===== config.mk =====
export PLATFORM = sky130hd
export DESIGN_NAME = irq_priority_encoder
export DESIGN_NICKNAME = d
export VERILOG_FILES = /design/src/rtl/irq_priority_encoder.sv
export SDC_FILE = /design/constraint.sdc
export NUM_CORES = 1
export LEC_CHECK = 0
export BUFFER_PORTS_ARGS = -buffer_cell sky130_fd_sc_hd__buf_2
export CAP_MARGIN = 20
export CORE_AREA = 3 3 40 42
export CTS_CLUSTER_DIAMETER = 100
export DETAILED_ROUTE_END_ITERATION = 8
export DIE_AREA = 0 0 43 45
export GPL_TIMING_DRIVEN = 0
export PLACE_DENSITY_LB_ADDON = 0.2
export REMOVE_ABC_BUFFERS = 1
export SETUP_SLACK_MARGIN = 0.3
export SYNTH_ARGS = -nofsm -noshare
export SYNTH_HDL_FRONTEND = slang
export SYNTH_SLANG_ARGS = --single-unit

===== constraint.sdc =====
create_clock -name clk -period 4.3 [get_ports clk]
set_input_delay 0.215 -clock clk [delete_from_list [all_inputs] [get_ports clk]]
set_output_delay 0.215 -clock clk [all_outputs]
set_load 0.005 [all_outputs]

===== src/rtl/irq_priority_encoder.sv =====
// -----------------------------------------------------------------------------
// irq_priority_encoder
//   Registered N-to-log2(N) priority encoder with sticky request capture.
//   Request lines are latched into a pending register. One pending index is
//   presented on code/valid and held until the consumer acks it. Selection is
//   either fixed (highest index wins) or round-robin, chosen by PRIO_MODE.
//
// Ports
//   clk    in   1   clock, all state updates on the rising edge
//   rst    in   1   synchronous active-high reset
//   req    in   N   request lines (level or pulse), sampled every edge
//   ack    in   1   consumer accepts current code; ignored while valid=0
//   valid  out  1   code holds a pending request index
//   code   out  W   encoded index of the selected request
//   pend   out  N   pending-request register (debug/status)
// -----------------------------------------------------------------------------
module irq_priority_encoder #(
  parameter  int N         = 8,
  parameter  int PRIO_MODE = 0,
  localparam int W         = (N > 1) ? $clog2(N) : 1
) (
  input  logic         clk,
  input  logic         rst,
  input  logic [N-1:0] req,
  input  logic         ack,
  output logic         valid,
  output logic [W-1:0] code,
  output logic [N-1:0] pend
);

  logic [N-1:0] pend_q, pend_d;
  logic         valid_q, valid_d;
  logic [W-1:0] code_q, code_d;
  logic [W-1:0] ptr_q, ptr_d;

  logic         take_s;
  logic         update_s;
  logic         any_s;
  logic [N-1:0] clr_s;
  logic [N-1:0] cand_s;
  logic [W-1:0] sel_fixed_s;
  logic [W-1:0] sel_rr_s;
  logic [W-1:0] sel_s;
  logic [W-1:0] rr_base_s;
  logic [W-1:0] rr_idx_s;
  logic         rr_found_s;

  // Handshake decode and candidate vector (the acked bit is excluded).
  always_comb begin
    take_s = valid_q & ack;
    clr_s  = {N{1'b0}};
    for (int i = 0; i < N; i++) begin
      clr_s[i] = take_s & (code_q == W'(i));
    end
    cand_s   = pend_q & ~clr_s;
    any_s    = |cand_s;
    update_s = ~valid_q | take_s;
  end

  // Fixed priority: scan upward so the highest set index is the last to land.
  always_comb begin
    sel_fixed_s = {W{1'b0}};
    for (int i = 0; i < N; i++) begin
      sel_fixed_s = cand_s[i] ? W'(i) : sel_fixed_s;
    end
  end

  // Round-robin: start just after the pointer (the code being acked when a
  // take happens) and wrap explicitly so the index never reaches N.
  always_comb begin
    rr_base_s  = take_s ? code_q : ptr_q;
    rr_idx_s   = rr_base_s;
    rr_found_s = 1'b0;
    sel_rr_s   = {W{1'b0}};
    for (int k = 0; k < N; k++) begin
      rr_idx_s = (rr_idx_s == W'(N - 1)) ? {W{1'b0}} : rr_idx_s + W'(1);
      if (!rr_found_s && cand_s[rr_idx_s]) begin
        sel_rr_s   = rr_idx_s;
        rr_found_s = 1'b1;
      end else begin
        sel_rr_s   = sel_rr_s;
        rr_found_s = rr_found_s;
      end
    end
  end

  // Next-state: set wins over clear on pend; outputs only reload when idle or
  // on a take, so a presented code is never preempted.
  always_comb begin
    sel_s  = (PRIO_MODE == 1) ? sel_rr_s : sel_fixed_s;
    pend_d = (pend_q & ~clr_s) | req;
    if (update_s) begin
      valid_d = any_s;
      code_d  = any_s ? sel_s : {W{1'b0}};
    end else begin
      valid_d = valid_q;
      code_d  = code_q;
    end
    ptr_d = take_s ? code_q : ptr_q;
  end

  // State registers with synchronous reset; req/ack are ignored on a reset edge.
  always_ff @(posedge clk) begin
    if (rst) begin
      pend_q  <= {N{1'b0}};
      valid_q <= 1'b0;
      code_q  <= {W{1'b0}};
      ptr_q   <= W'(N - 1);
    end else begin
      pend_q  <= pend_d;
      valid_q <= valid_d;
      code_q  <= code_d;
      ptr_q   <= ptr_d;
    end
  end

  assign valid = valid_q;
  assign code  = code_q;
  assign pend  = pend_q;

endmodule

==> flow_summary.ini, run 1 <==
[power]
powerDensity_nw_per_um2 = 383
p_clk_frac = 0.339
leakage_nw = 0.336
combPwrFrac = 0.178
swShare = 0.266
peakVddDrop_mv = 0.222
p_sw_uw = 70.1
seqPwrFrac = 0.483
p_int_uw = 194

[clock_tree]
cts_buffers = 3
cts-htree-levels = 1
cts_tree = built
clockBufferDepth = 2
cts_resized = 0
cts_setup_buffers = 0
holdBufCountCts = 0
clockRootBuffer = clkbuf_4
clock_latency_ns = 0.27
path_clk_slew_ns = 0.07
cts.sinks = 12

[sta]
fin_crit_ns = 1.59
period_share = 0.370
drv_slew = 0
hold_viol = 0
slew_headroom = 0.830
worst_pin_slew_ns = 0.253
grt_setup_unrepaired = no
setup_violations = 0
fin_skew_ns = 0.00171
fmax_mhz = 628
timing.setup.tns_ns = 0

[layout]
nNetsFinal = 102
antenna_cells = 0
drive_gt1_frac = 0.333
instances_no_fill = 105
finalInstanceArea_sq_um = 688
syn2layout_area_growth_pct = 30.6

[yosys]
synth_flop_cell = dfxtp_1
synthTopCellsByCount = dfxtp_1 (12), nand2_1 (8), inv_1 (7), nor2_1 (7), a21oi_1 (6)
synth_seq_cells = 12
synth.area.top_cells = dfxtp_1 (46%), a21oi_1 (5.7%), nand2_1 (5.7%), inv_1 (5.0%), nor2_1 (5.0%)
synth_top_cell_by_area = dfxtp_1
avgSynthCellArea_sq_um = 8.10
async_reset_ff_frac = 0
synth_top_family_by_area = compound AO/OA/AOI/OAI gates
syn_inst = 65
synth-edff-count = 0
yosys.area_share.simple = 0.214
synth_compound_area_frac = 0.273
ys_types = 19
synthMuxAreaShare = 0
synth_top_area_share = 0.456
yosysWarnings = 0
synth_fa_ha_area_frac = 0
post-synth-top-count-cell = dfxtp_1
yosysSeqAreaShare = 0.456
syn-cell-area_sq_um = 527
synth_xor_area_frac = 0

[routing]
viasPerCell = 5.06
wl_met2_microns = 495
routed_wirelength_microns = 1180
top_layer = met4
wl_met1_microns = 556
remaining_drc_errors = 0
vias = 531
wl_met3_microns = 108
first_iter_violations = 6
firstDrtPassIters = 4
avgRoutedWirePerCell_microns = 11.3
ant_nets = 0

[critical_path]
path_max_fanout = 6
cp-end-kind = flip-flop
criticalPathCategory = flip-flop to flip-flop
cp_slowest_cell = or3b_4
worstPathRequired_ns = 4.46
reg2reg_from = code[0]
crit_path_cell_trace = or3b_4 -> o21ai_2 -> nand2_1 -> nor4_2 -> o32ai_1
worstPathArrival_ns = 1.75
r2r_end = code[0]
r2r_cells = 5
regToRegSetupSlack_ns = 2.71
slowest_delay_ns = 0.43
crit_path_start_kind = flip-flop

[die]
fp-row-count = 13
io_pins = 23
initial_utilization = 0.410
dieArea_sq_um = 1940
die_w_microns = 43
core-area_sq_um = 1280
die_h_microns = 45

[placed_design]
port_buffers = 22
dp_hpwl_microns = 907
dp_cells = 101
gp_congestion = 0.801
place_area_sq_um = 652

[worst_hold_path]
hold_class = primary input to flip-flop
whs_path_depth = 3
hold_start = req[4]
min_to = pend[4]

[global_routing]
grt_usage = 0.140
antenna_found_initial = 0
grt_max_degree = 12
grt-ovfl-total = 0
grt_pass1_vias = 477
grt_pass1_wl_microns = 1990

[flow_run]
maxCapViolCount = 0

[run_status]
status = finished clean
## how the worst max path moves through the flow
stage / from / endpoint / slack, ns / cells past startpoint
CTS: code[0] / code[0] / 2.71 / 5
finish: code[0] / code[0] / 2.71 / 5
global placement: code[0] / code[0] / 2.73 / 5
global route: code[0] / code[0] / 2.60 / 5
detailed placement: code[0] / code[0] / 2.73 / 5
floorplan: code[0] / code[0] / 2.82 / 5
## sequential cells by signal, indices dropped and copies added, names as in the netlist
signal / cells
pend: 8
code: 3
valid: 1
## layer usage
layer | GRT usage | vias up
met5 | 0 | -
met2 | 0.192 | 26
met3 | 0.0558 | 4
li1 | - | 279
met1 | 0.176 | 222
met4 | 0.102 | 0
## critical path: cells and delay by family, from the launching register on
family             cells  cell delay, ns
AOI/OAI and AO/OA      2            0.29
and+or+nand+nor        3            0.84
DFF                    1            0.36
## layout by cell type (no fill, tap or decap)
cell type	Yosys	routed
inv_1	7	7
dfxtp_1	12	12
a211oi_1	2	2
o21ai_1	4	4
o21ai_2	2	2
a31oi_1	2	2
o211ai_1	1	1
buf_2	0	22
nor4_2	1	1
nand2b_1	2	2
o21ai_0	2	2
nand3b_1	2	2
nor2_1	7	7
nand3_1	1	1
clkbuf_8	0	1
a21oi_1	6	6
o21a_1	3	3
or3b_4	1	1
clkbuf_4	0	3
nand2_1	8	8
o32ai_1	1	1
## logic make-up after synthesis
kind of cell	Yosys count
AOI/OAI and AO/OA	23
buffers and inverters	8
DFF	12
and+or+nand+nor	22
## area by class of cell
class	instances	area [sq um]
Inverter	7	26.3
Fill cell	128	597
Sequential cell	12	240
Timing Repair Buffer	22	110
Tap cell	15	18.8
Clock buffer	4	36.3
Multi-Input combinational cell	45	256
## power by group through the flow
stage          clock (mW)  sequential (mW)  combinational [mW]
6_report           0.0895            0.127              0.0470
2_1_floorplan           0            0.130              0.0266
3_3_place_gp            0            0.130              0.0466
3_5_place_dp            0            0.130              0.0470
5_1_grt            0.0983            0.129              0.0530
4_1_cts            0.0921            0.127              0.0472
## stage by stage
stage / hold slack, ns / setup WS [ns] / power, mW / utilization
2_1_floorplan: 0.284 / 2.82 / 0.157 / -
3_3_place_gp: 0.422 / 2.73 / 0.176 / 0.507
3_5_place_dp: 0.432 / 2.73 / 0.177 / 0.507
4_1_cts: 0.142 / 2.71 / 0.267 / 0.536
5_1_grt: 0.158 / 2.60 / 0.280 / 0.536
6_report: 0.145 / 2.71 / 0.264 / 0.536
No activity file was read; power rests on OpenSTA's default activity.
==> inputs of run 2 (changes only) <==
--- a/config.mk
+++ b/config.mk
@@ -5,12 +5,13 @@
 export SDC_FILE = /design/constraint.sdc
 export NUM_CORES = 1
 export LEC_CHECK = 0
+export ABC_AREA = 1
 export BUFFER_PORTS_ARGS = -buffer_cell sky130_fd_sc_hd__buf_2
 export CAP_MARGIN = 20
-export CORE_AREA = 3 3 40 42
+export CORE_MARGIN = 3
+export CORE_UTILIZATION = 40
 export CTS_CLUSTER_DIAMETER = 100
 export DETAILED_ROUTE_END_ITERATION = 8
-export DIE_AREA = 0 0 43 45
 export GPL_TIMING_DRIVEN = 0
 export PLACE_DENSITY_LB_ADDON = 0.2
 export REMOVE_ABC_BUFFERS = 1
==> constraint.sdc (replaced) <==
create_clock -name clk -period 1.4 [get_ports clk]
set_input_delay 0.07 -clock clk [delete_from_list [all_inputs] [get_ports clk]]
set_output_delay 0.07 -clock clk [all_outputs]
set_load 0.005 [all_outputs]
==> run 2 against run 1 <==
  * Global-route usage increased by 1.5 points
  * Largest cell class unchanged
  * Register-to-register slack worse by 2.6 ns
  * Cell count up 20%
  * First-iteration DRC count grew 17%
  * Clock power grew to 3.0 times the previous value
  * Sequential share of layout area down 5.2 points
  * Critical path depth increased by 6
  * Via count grew 15%
  * Non-clock buffer count increased by 7
  * Design area up 25%
  * Largest power group unchanged
  * Combinational power rose to 4.2 times the previous value
  * Total power increased to 3.3 times the previous value
==> flow_summary.ini, run 2 <==
[die]
fp-row-count = 12
core-area_sq_um = 1190
die_h_microns = 43.0
io_pins = 23
dieArea_sq_um = 1850
initial_utilization = 0.461
die_w_microns = 43.0

[yosys]
ys_types = 14
yosysWarnings = 0
synth.area.top_cells = dfxtp_1 (44%), nand2_1 (14%), inv_1 (12%), a21oi_1 (9.2%), nor2_1 (4.8%)
async_reset_ff_frac = 0
synth_flop_cell = dfxtp_1
avgSynthCellArea_sq_um = 6.83
synth_seq_cells = 12
post-synth-top-count-cell = nand2_1
yosysSeqAreaShare = 0.439
syn_inst = 80
synth-edff-count = 0
syn-cell-area_sq_um = 547
synth_top_area_share = 0.439
synthTopCellsByCount = nand2_1 (20), inv_1 (18), dfxtp_1 (12)
synth_top_cell_by_area = dfxtp_1

[sta]
worst_pin_slew_ns = 0.221
fin_skew_ns = 0.00389
setup_violations = 0
timing.setup.tns_ns = 0
period_share = 0.927
hold_viol = 0
drv_slew = 0
fin_crit_ns = 1.30
grt_setup_unrepaired = yes
fmax_mhz = 771
slew_headroom = 0.853

[critical_path]
r2r_cells = 11
crit_path_start_kind = flip-flop
regToRegSetupSlack_ns = 0.10
criticalPathCategory = flip-flop to flip-flop
worstPathRequired_ns = 1.56
worstPathArrival_ns = 1.46
reg2reg_from = valid
cp-end-kind = flip-flop
path_max_fanout = 3
r2r_end = code[0]

[clock_tree]
clockRootBuffer = clkbuf_4
path_clk_slew_ns = 0.08
cts.sinks = 12
cts-htree-levels = 1
cts_tree = built
clockBufferDepth = 2
holdBufCountCts = 0
cts_buffers = 3
clock_latency_ns = 0.27

[power]
seqPwrFrac = 0.463
p_clk_frac = 0.309
peakVddDrop_mv = 0.806
design_power_total_uw = 872
p_int_uw = 619
p_sw_uw = 253
leakage_nw = 0.443
swShare = 0.290
combPwrFrac = 0.228
powerDensity_nw_per_um2 = 1020

[routing]
firstDrtPassIters = 4
viasPerCell = 4.83
routed_wirelength_microns = 1420
remaining_drc_errors = 0
vias = 608
avgRoutedWirePerCell_microns = 11.3
first_iter_violations = 7
ant_nets = 0

[global_routing]
antenna_found_initial = 0
grt_pass1_vias = 556
grt_usage = 0.155
grt-ovfl-total = 0
grt_max_degree = 12
grt_pass1_wl_microns = 2300

[layout]
final_common_cell = buf_2
nNetsFinal = 124
syn2layout_area_growth_pct = 57.0
fill_cells = 92
final_core_utilization = 0.724
largest_reg_flops = 8
multiInputGateArea_sq_um = 314
drive_gt1_frac = 0.571
final_cell_mix = buf_2 (22), inv_1 (13), nand2_2 (10), nand2_1 (10), a21oi_1 (9)
antenna_cells = 0
finalInstanceArea_sq_um = 858
regArea_sq_um = 255

[worst_hold_path]
hold_start = req[1]
hold_class = primary input to flip-flop
min_to = pend[1]
whs_path_depth = 3

[flow_run]
maxCapViolCount = 0

[placed_design]
place_area_sq_um = 671
port_buffers = 22
gp_congestion = 0.817
dp_hpwl_microns = 945

[run_status]
status = finished clean
-- run 2: cell count changes after synthesis, moves of 2 or more --
cell	change
nand3b_1	-2
a31oi_1	-2
o21ai_1	-3
nand2b_1	-2
nand2_1	+12
a211oi_1	-2
o21a_1	-3
a21oi_1	+4
inv_1	+11
-- run 2: through the flow --
| step | worst slack [ns] | instances | hold WS (ns) |
|---|---|---|---|
| floorplan | 0.185 | 79 | 0.132 |
| finish | 0.102 | 126 | 0.00945 |
| global route | -0.0105 | 126 | 0.0332 |
| CTS | 0.0974 | 124 | 0.00147 |
| global placement | 0.0534 | 115 | 0.280 |
| detailed placement | 0.0271 | 115 | 0.285 |
-- run 2: cells by family (layout without fill, tap and decap cells) --
family,Yosys count,count (layout),synth area share
flops,12,12,0.439
buf+inv,19,51,0.130
simple gates,31,31,0.238
compound gates,18,18,0.192
-- run 2: power by group through the flow --
| stage | logic [mW] | clock network [mW] | registers, mW |
|---|---|---|---|
| 3_3_place_gp | 0.137 | 0 | 0.397 |
| 2_1_floorplan | 0.0774 | 0 | 0.400 |
| 5_1_grt | 0.222 | 0.291 | 0.408 |
| 3_5_place_dp | 0.140 | 0 | 0.398 |
| 6_report | 0.199 | 0.270 | 0.403 |
| 4_1_cts | 0.168 | 0.280 | 0.395 |
-- run 2: worst max path at each step --
stage	from	end	slack, ns	cells past startpoint
global route	valid	code[0]	-0.01	11
floorplan	code[2]	valid	0.18	9
finish	valid	code[0]	0.10	11
detailed placement	code[1]	valid	0.03	9
global placement	code[1]	valid	0.05	9
CTS	code[2]	valid	0.1	9
-- run 2: what timing repair did --
item / CTS / global route
resized for setup: 18 / 21
buffers inserted: 5 / 2
pin swaps: 13 / 12
setup endpoints to repair: 5 / 7
-- run 2: worst max-delay path, stage by stage, from the launching register on --
cell and delay, ns:
dfxtp_4 0.38, nand2_4 0.05, nor2_4 0.13, inv_2 0.07
o21ai_4 0.14, nand2_1 0.07, nand2_1 0.05, nand2_1 0.06
nand2_1 0.08, nand2_1 0.05, nand2_1 0.06, a21oi_2 0.05
-- run 2: per-layer routing --
metal | vias up | part of all wire | track usage
met4 | 0 | 0 | 0.0120
li1 | 310 | - | -
met1 | 276 | 0.43 | 0.189
met3 | 0 | 0.073 | 0.0551
met2 | 22 | 0.49 | 0.272
met5 | - | 0 | 0
-- run 2: layout make-up --
cell class | count | area share
clock buffer | 4 | 0.0423
inverter | 18 | 0.0845
multi-input combinational | 49 | 0.366
sequential | 12 | 0.297
tap | 14 | 0.0204
timing repair buffer | 29 | 0.190
==> inputs of run 3 (changes only) <==
--- a/config.mk
+++ b/config.mk
@@ -10,12 +10,14 @@
 export CAP_MARGIN = 20
 export CORE_MARGIN = 3
 export CORE_UTILIZATION = 40
+export CTS_BUF_LIST = sky130_fd_sc_hd__clkbuf_8 sky130_fd_sc_hd__clkbuf_16
 export CTS_CLUSTER_DIAMETER = 100
 export DETAILED_ROUTE_END_ITERATION = 8
 export GPL_TIMING_DRIVEN = 0
 export PLACE_DENSITY_LB_ADDON = 0.2
 export REMOVE_ABC_BUFFERS = 1
 export SETUP_SLACK_MARGIN = 0.3
+export SLEW_MARGIN = 15
 export SYNTH_ARGS = -nofsm -noshare
 export SYNTH_HDL_FRONTEND = slang
 export SYNTH_SLANG_ARGS = --single-unit
==> constraint.sdc (replaced) <==
create_clock -name clk -period 1.4 [get_ports clk]
set_input_delay 0.07 -clock clk [delete_from_list [all_inputs] [get_ports clk]]
set_output_delay 0.07 -clock clk [all_outputs]
set_load 0.02 [all_outputs]
==> run 3 against run 2 <==
  * Sequential power about the same
  * Die area unchanged
  * Flip-flop and latch count stayed put
  * Worst hold slack gained 0.032 ns
  * Routed wire length increased by 5.8%
  * Sequential share of layout area down 1.2 points
  * Critical path depth decreased by 2
  * Clock-buffer cell count unchanged
  * Global-route usage rose by 1.5 points
  * Highest routed layer is now met4
  * Cell count is 0.79% higher
  * Critical endpoint is now valid
==> flow_summary.ini, run 3 (synthesis gave the netlist of run 2 again) <==
[run_status]
status = finished clean

[clock_tree]
clock_latency_ns = 0.24
clockBufferDepth = 2
cts-htree-levels = 1
cts.sinks = 12
holdBufCountCts = 0
cts_buffers = 3
cts_tree = built
path_clk_slew_ns = 0.05
clockRootBuffer = clkbuf_8

[sta]
period_share = 0.934
slew_headroom = 0.851
setup_violations = 0
drv_slew = 0
fin_skew_ns = 0.00227
fmax_mhz = 765
timing.setup.tns_ns = 0
finalWorstSetupSlack_ns = 0.0922
grt_setup_unrepaired = yes
holdWs_ns = 0.0410
fin_crit_ns = 1.31
worst_pin_slew_ns = 0.224
hold_viol = 0

[critical_path]
r2r_cells = 9
slowest_delay_ns = 0.38
startpoint = code[1]
endpoint = valid
crit_path_cell_trace = inv_2 -> nor2_4 -> nand2_2 -> nand2_2 -> nand2_4 -> nor2_4 -> nand4_1 -> o21ai_1 -> inv_1
cp-end-kind = flip-flop
reg2reg_from = code[1]
r2r_end = valid
crit_path_start_kind = flip-flop
regToRegSetupSlack_ns = 0.09
path_max_fanout = 5
worstPathArrival_ns = 1.44
criticalPathCategory = flip-flop to flip-flop
worstPathRequired_ns = 1.53
cp_slowest_cell = dfxtp_4

[global_routing]
grt_pass1_wl_microns = 2310
antenna_found_initial = 0
grt_pass1_vias = 553
grt_usage = 0.170
grt_max_degree = 12
grt-ovfl-total = 0

[routing]
first_iter_violations = 12
vias = 613
avgRoutedWirePerCell_microns = 11.8
routed_wirelength_microns = 1500
wl_met1_microns = 610
remaining_drc_errors = 0
top_layer = met4
viasPerCell = 4.83
ant_nets = 0
wl_met3_microns = 110
wl_met2_microns = 727
firstDrtPassIters = 4

[power]
design_power_total_mw = 1.01
p_clk_frac = 0.363
powerDensity_nw_per_um2 = 1130
seqPwrFrac = 0.399
combPwrFrac = 0.238
p_int_uw = 715
leakage_nw = 0.458
swShare = 0.294
peakVddDrop_mv = 0.829
p_sw_uw = 298

[layout]
drive_gt1_frac = 0.584
nNetsFinal = 125
finalInstanceArea_sq_um = 895
final_core_utilization = 0.754
syn2layout_area_growth_pct = 63.6
instances_no_fill = 127
largest_reg_flops = 8
final_cell_mix = buf_2 (22), inv_1 (13), nand2_2 (10)
final_common_cell = buf_2
antenna_cells = 0

[die]
die_w_microns = 43.0
fp-row-count = 12
die_h_microns = 43.0
core-area_sq_um = 1190
io_pins = 23
initial_utilization = 0.461
dieArea_sq_um = 1850

[worst_hold_path]
whs_path_depth = 3
hold_class = primary input to flip-flop

[placed_design]
gp_congestion = 0.817
dp_hpwl_microns = 945
dp_cells = 115
port_buffers = 22
pre_cts_ws_ns = 0.0271
place_area_sq_um = 671

[flow_run]
maxCapViolCount = 0
## run 3: changes by cell type in the layout (fill, tap and decap cells not counted)
cell / previous run / this run
buf_4: 7 / 8
clkbuf_4: 3 / 0
clkbuf_8: 1 / 4
inv_2: 3 / 5
inv_4: 2 / 0
nand2_1: 10 / 9
nand2_4: 1 / 2
o21ai_2: 2 / 1
o21ai_4: 1 / 2
## run 3: worst min-delay path by stage
stage               endpoint  startpoint  slack, ns
finish               pend[1]      req[1]       0.04
global route         pend[4]      req[4]       0.07
CTS                  pend[1]      req[1]       0.03
detailed placement   pend[1]      req[1]       0.29
global placement     pend[1]      req[1]       0.28
floorplan            code[0]         rst       0.13
## run 3: routing by layer
metal | up-vias | GRT usage
met5 | - | 0
met4 | 0 | 0.102
met3 | 6 | 0.0805
met2 | 24 | 0.266
met1 | 271 | 0.184
li1 | 312 | -
## run 3: worst max-delay path, delay by kind of cell, from the launching register on
kind | cells | cell delay, ns
and+or+nand+nor | 6 | 0.57
AOI/OAI and AO/OA | 1 | 0.13
buffers and inverters | 2 | 0.10
DFF | 1 | 0.38
## run 3: power groups by stage
stage	combinational (mW)	clock, mW	sequential, mW
2_1_floorplan	0.0771	0	0.431
3_3_place_gp	0.169	0	0.397
3_5_place_dp	0.172	0	0.398
4_1_cts	0.200	0.385	0.396
5_1_grt	0.263	0.398	0.408
6_report	0.241	0.368	0.404
## run 3: cell type report
class	count	area [sq um]
flip-flops and latches	12	255
inverters	18	67.6
fillers	82	292
clock buffers	4	55.1
repair buffers	30	170
multi-input cells	49	329
well taps	14	17.5
## run 3: repair_timing
action                     in CTS  in global routing
cloned                          0                  0
gates resized for setup        18                 22
setup buffers                   5                  3
setup endpoints to repair       5                  7
pin swaps                      12                 16
